## config.mk

```make
export PLATFORM = sky130hd
export DESIGN_NAME = tilelink_arbiter2
export DESIGN_NICKNAME = d
export VERILOG_FILES = /design/src/rtl/tilelink_arbiter2.sv
export SDC_FILE = /design/constraint.sdc
export NUM_CORES = 1
export LEC_CHECK = 0
export ABC_AREA = 0
export ABC_CLOCK_PERIOD_IN_PS = 3690
export CAP_MARGIN = 15
export CORE_AREA = 2 2 155 157
export CTS_BUF_LIST = sky130_fd_sc_hd__clkbuf_16
export DETAILED_ROUTE_END_ITERATION = 10
export DIE_AREA = 0 0 157 159
export HOLD_SLACK_MARGIN = 0.12
export SETUP_SLACK_MARGIN = 0.1
export SLEW_MARGIN = 10
export SYNTH_ARGS = -nofsm -noshare
export SYNTH_HDL_FRONTEND = slang
export SYNTH_SLANG_ARGS = --single-unit
```

## constraint.sdc

```tcl
create_clock -name clock -period 3.69 [get_ports clock]
set_input_delay 0.369 -clock clock [delete_from_list [all_inputs] [get_ports clock]]
set_output_delay 0.369 -clock clock [all_outputs]
set_load 0.01 [all_outputs]
```

## src/rtl/tilelink_arbiter2.sv

```systemverilog
// Two-master TileLink-UL arbiter in front of block_ram: round-robin or fixed
// priority grant, zero-latency request forwarding, response steering by owner.
package tilelink_pkg;
  localparam logic [2:0] TL_PUT_FULL    = 3'd0;
  localparam logic [2:0] TL_PUT_PARTIAL = 3'd1;
  localparam logic [2:0] TL_GET         = 3'd4;
  localparam logic [2:0] TL_ACK         = 3'd0;
  localparam logic [2:0] TL_ACK_DATA    = 3'd1;

  typedef struct packed {
    logic        a_valid;
    logic [2:0]  a_opcode;
    logic [2:0]  a_param;
    logic [2:0]  a_size;
    logic [3:0]  a_source;
    logic [31:0] a_address;
    logic [3:0]  a_mask;
    logic [31:0] a_data;
  } tilelink_a;

  typedef struct packed {
    logic        d_valid;
    logic        d_ready;
    logic [2:0]  d_opcode;
    logic [1:0]  d_param;
    logic [2:0]  d_size;
    logic [3:0]  d_source;
    logic        d_sink;
    logic [31:0] d_data;
    logic        d_error;
  } tilelink_d;
endpackage

module tilelink_arbiter2
  import tilelink_pkg::*;
#(
  parameter bit          fixed_priority = 1'b0,
  parameter logic [31:0] addr_mask      = 32'hF0000000,
  parameter logic [31:0] addr_tag       = 32'h00000000
) (
  input  logic      clock,
  input  logic      reset,
  input  tilelink_a tla0,
  input  tilelink_a tla1,
  output tilelink_d tld0,
  output tilelink_d tld1,
  output tilelink_a ram_tla,
  input  tilelink_d ram_tld,
  output logic      stray_resp
);
  logic       rr_next_q, rr_next_d;
  logic       pend_valid_q, pend_valid_d;
  logic       pend_owner_q, pend_owner_d;
  logic       pend_local_err_q, pend_local_err_d;
  logic [3:0] pend_source_q, pend_source_d;
  logic [2:0] pend_size_q, pend_size_d;
  logic       stray_q, stray_d;

  logic      win, hit, accept;
  tilelink_a win_tla;
  tilelink_d resp, idle;

  // Grant is always shown, even with no requester, so a master raising
  // a_valid can be accepted in the same cycle.
  always_comb begin
    win = fixed_priority ? 1'b0 : rr_next_q;
    if (tla0.a_valid && !tla1.a_valid)      win = 1'b0;
    else if (tla1.a_valid && !tla0.a_valid) win = 1'b1;
    win_tla         = win ? tla1 : tla0;
    hit             = (win_tla.a_address & addr_mask) == addr_tag;
    accept          = win_tla.a_valid && !reset;
    ram_tla         = win_tla;
    ram_tla.a_valid = accept && hit;
  end

  always_comb begin
    rr_next_d        = rr_next_q;
    pend_valid_d     = accept;
    pend_owner_d     = win;
    pend_local_err_d = !hit;
    pend_source_d    = win_tla.a_source;
    pend_size_d      = win_tla.a_size;
    if (accept) rr_next_d = !win;
    // Unowned RAM beats are dropped but remembered.
    stray_d = stray_q || (ram_tld.d_valid && (!pend_valid_q || pend_local_err_q));
  end

  always_comb begin
    idle         = 'x;
    idle.d_valid = 1'b0;
    idle.d_error = 1'b0;
    idle.d_ready = 1'b0;
    resp         = ram_tld;
    if (pend_local_err_q) begin
      resp.d_opcode = TL_ACK_DATA;
      resp.d_param  = '0;
      resp.d_size   = pend_size_q;
      resp.d_source = pend_source_q;
      resp.d_sink   = 1'b0;
      resp.d_data   = '0;
      resp.d_error  = 1'b1;
    end
    resp.d_valid = 1'b1;
    resp.d_ready = 1'b0;
    tld0 = idle;
    tld1 = idle;
    if (pend_valid_q && !reset) begin
      if (pend_owner_q) tld1 = resp;
      else              tld0 = resp;
    end
    tld0.d_ready = !reset && !win;
    tld1.d_ready = !reset && win;
  end

  always_ff @(posedge clock) begin
    if (reset) begin
      rr_next_q        <= 1'b0;
      pend_valid_q     <= 1'b0;
      pend_owner_q     <= 1'b0;
      pend_local_err_q <= 1'b0;
      pend_source_q    <= '0;
      pend_size_q      <= '0;
      stray_q          <= 1'b0;
    end else begin
      rr_next_q        <= rr_next_d;
      pend_valid_q     <= pend_valid_d;
      pend_owner_q     <= pend_owner_d;
      pend_local_err_q <= pend_local_err_d;
      pend_source_q    <= pend_source_d;
      pend_size_q      <= pend_size_d;
      stray_q          <= stray_d;
    end
  end

  assign stray_resp = stray_q;
endmodule
```

### After elaboration in Yosys (flattened, before gate mapping)

Index checks and enable logic that the tools add are counted.

| operators by class | value |
|---|---|
| reduce and logical (&&, ||, !) cells | 17 |
| muxes and demuxes | 8 |

Operators with widths:

| cell | count |
|---|---|
| $mux W48 | 4 |
| $mux W82 | 1 |
| $mux W46 | 1 |
| $logic_not A32 Y1 | 1 |
| $logic_and A1 B1 Y1 | 8 |
| $logic_not A1 Y1 | 6 |
| $logic_or A1 B1 Y1 | 2 |
| $mux W1 | 2 |

| word-level totals | value |
|---|---|
| word-level logic and storage cells | 32 |
| output and inout bits | 179 |
| bits in registers | 12 |

### Logic depth before layout (Yosys ltp)

Gate-level depths: netlist (run 1).

| depth | value |
|---|---|
| depth after elaboration | 7 |
| gate-level depth with buffers | 6 |

### Worst setup path before layout (run 1)

No wires, ideal clock.

| timing | value |
|---|---|
| path kind | in2out |
| start point | in tla0[81] (netlist name) |
| end point | out ram_tla[81] (netlist name) |
| slack | 1761 ps |
| data arrival time | 1560 ps |
| stages on the path | 5 |
| path buffers | 1 |
| path through | nand2b_2 > a21boi_2 > buf_6 > mux2_4 > nor4b_2 |

RTL lines:

| item | line | RTL |
|---|---|---|
| start: declaration | 43 | `input tilelink_a tla0,` |
| end: declaration | 47 | `output tilelink_a ram_tla,` |

==> flow_summary_export.csv, run 1 <==
group,metric,value,unit
status,status,"finished, final reports clean",
setup_path,regToRegStartpoint,"rr_next_q$_SDFFE_PP0N_",
global_routing,grt.total_usage,10.9,%
sta,rsz0062_at_grt,"false",
setup_path,worstSetupEndpointType,"output port",
die,rows,56,
sta,whs,522,ps
setup_path,worstSetupStartpointType,"input port",
clocking,cts.repair.resized,0,
pwr,power_leakage,2.65,nW
placement,post-place-ws,444,ps
clocking,cts_setup_buffers,0,
final_layout,fin_util,29.4,%
sta,period_minus_slack,3190,ps
setup_path,rr_worst_depth,5,
global_routing,grt_pass1_wl,21000,um
synthesis,synth.top_cell.area_share,41.5,%
clocking,h-tree-depth,1,
synthesis,synth_largest_area_cell,"mux2_4",
synthesis,yosys.cell_types.count,26,
clocking,cts-root-buf,"clkbuf_16",
synthesis,synth-simple-area-share,30.0,%
synthesis,yosysMostFrequentCell,"nor2_1",
global_routing,grt-ovfl-total,0,
synthesis,ys_ff_latch,12,
synthesis,syn_nets,509,
setup_path,cp.arrival,2820,ps
routing,drc,0,
sta,tightest_slew,879,ps
synthesis,ys.flop_type,"dfxtp_1",
clocking,cts_made_buffers,3,
routing,drt_iter0_markers,104,
routing,wl_met3,1290,um
synthesis,syn_avg_cell_area,8.45,sq um
routing,vias_per_cell,3.50,
die,core-area,23200,sq um
placement,dp_hpwl,13000,um
placement,place_congestion,0.785,
sta,finalHoldViolCount,0,
final_layout,drive_above_1_share,13.2,%
min_path,hold_path_class,"reg -> reg",
synthesis,synth-edff-count,0,
synthesis,netlist_instances,295,
synthesis,seq_area_frac_synth,9.63,%
final_layout,antennaDiodeCount,0,
global_routing,antenna_found_initial,0,
clocking,clk_pin_slew_worst_paths,50,ps
die,start_util,10.8,%
synthesis,synth_top_family_by_area,"multiplexers",
final_layout,final_area,6830,sq um
setup_path,critPathKind,"in -> out",
final_layout,area_delta_synth_final,174,%
synthesis,netlist_area,2490,sq um
pwr,p_per_area,172,nW/um^2
routing,topRoutingLayerUsed,"met4",
routing,first_pass_iters,4,
synthesis,ys.warnings.count,0,
job,cap_violations,0,
clocking,numClockSinks,12,
global_routing,grt_pass1_vias,3494,
placement,placed_area,6750,sq um
sta,skew,0.824,ps
die,die_area,25000,sq um
clocking,clockBufferDepth,2,
routing,wire_per_inst,15.0,um
synthesis,async_flop_share,0,%
sta,fin_tns_setup,0,ps
routing,route.met2.wl,7670,um
sta,drv_slew,0,
die,die_height,159,um
clocking,insertion_delay,240,ps
final_layout,layout.nets,891,
synthesis,synthAdderAreaFrac,0,%
min_path,hp-start,"stray_resp$_SDFF_PP0_",
die,pin_count,393,
routing,vias,3487,
clocking,postCtsHoldBufs,0,
sta,maxSlewHeadroom,41.4,%
routing,drt_wl_total,14900,um
global_routing,grt_max_degree,48,
routing,ant_nets,0,
setup_path,cp_max_fo,30,
sta,timing.fmax,313,MHz
sta,setup_ws,500,ps
min_path,min_delay_path_depth,2,
setup_path,worstPathRequired,3320,ps
synthesis,synth_compound_area_share,2.86,%
routing,met1_length,5830,um
synthesis,synth_area_leaders,"mux2_4 42%, nor2_1 15%, dfxtp_1 9.6%",
synthesis,synth_mux_area_share,48.9,%
sta,setup_viol,0,
pwr,vdd_ir_drop_max,109,uV
sta,timing.final.crit_share,86.5,%
clocking,cts_tree,"built",
die,die_x,157,um
synthesis,synth_commonest_cells,"102 x nor2_1, 69 x mux2_4, 38 x nand2b_1",
setup_path,reg2reg_slack,2010,ps
min_path,hold_path_end,"stray_resp$_SDFF_PP0_",
setup_path,r2r-end,"pend_source_q[1]$_SDFF_PP0_",
synthesis,synth_xor_area_share,0,%
placement,port_buffers,391,
## per-stage QoR
step	total power (W)	cells
6_report	0.00118	995
2_1_floorplan	0.000496	295
3_5_place_dp	0.000988	991
3_3_place_gp	0.000984	991
5_1_grt	0.00125	995
4_1_cts	0.00120	995
## report_power, final
part	switching (W)	total [W]	internal, W
Combinational	0.000269	0.000820	0.000551
Sequential	0.0000156	0.000156	0.000140
Clock	0.0000587	0.000202	0.000143
## cells in the final DEF, fill, tap and decap left out, types with 2 or more instances in the layout
cell             synthesis  routed
clkdlybuf4s50_1          0     391
o211ai_1                 2       2
mux2i_1                  7       7
a21oi_1                  2       2
mux2_1                  10      10
buf_4                    0       8
inv_1                    6       6
nand2b_1                38      38
a2bb2oi_1                2       2
nor2_1                 102     102
mux2_4                  69      69
buf_12                   1       3
and2_1                  11      11
clkbuf_16                0       3
dfxtp_1                 12      11
## layout make-up
cell class              count  area [sq um]
clock buffers               3          75.1
flip-flops and latches     12           241
multi-input cells         252          2050
clock inverters             1          3.75
inverters                   6          22.5
fillers                  2458         16400
well taps                 319           399
repair buffers            402          4030
## sequential cells by signal, indices dropped and copies added, names as in the netlist
register / cells
pend_local_err_q: 1
pend_owner_q: 1
pend_size_q: 3
pend_source_q: 4
pend_valid_q: 1
rr_next_q: 1
stray_resp: 1
## cell families (layout without fill, tap and decap cells)
kind of cell | count (synthesis) | in the layout
compound gates | 9 | 9
buf+inv | 31 | 412
flops | 12 | 12
mux | 86 | 86
simple gates | 157 | 157
## per-layer routing
| metal | track usage, % | up-vias |
|---|---|---|
| met5 | 0 | - |
| met3 | 2.53 | 8 |
| li1 | - | 1731 |
| met4 | 1.63 | 0 |
| met1 | 12.3 | 1563 |
| met2 | 20.8 | 185 |
## worst max-delay path, stage by stage
cell	delay, ps
clkdlybuf4s50_1	500
nand2b_2	270
a21boi_4	320
buf_12	240
buf_12	270
mux2_4	340
clkdlybuf4s50_1	490
## how the worst max path moves through the flow
stage	from	end	slack, ps
after global routing	tla0[81]	ram_tla[47]	370
after detailed placement	tla0[81]	ram_tla[47]	440
after floorplan	tla0[81]	ram_tla[81]	1760
after CTS	tla0[81]	ram_tla[47]	440
after global placement	tla0[81]	ram_tla[47]	460
final	tla0[81]	ram_tla[47]	500
(Power assumes the default switching activity.)
==> run 2: changes to the inputs <==
SLEW_MARGIN = 20   (was 10)
==> results of run 2 <==
No change in the layout: final DEF, timing and power equal those of run 1.
==> run 3: changes to the inputs <==
ABC_CLOCK_PERIOD_IN_PS = unset   (was 3690)
==> results of run 3 <==
No change in the layout: final DEF, timing and power equal those of run 1.
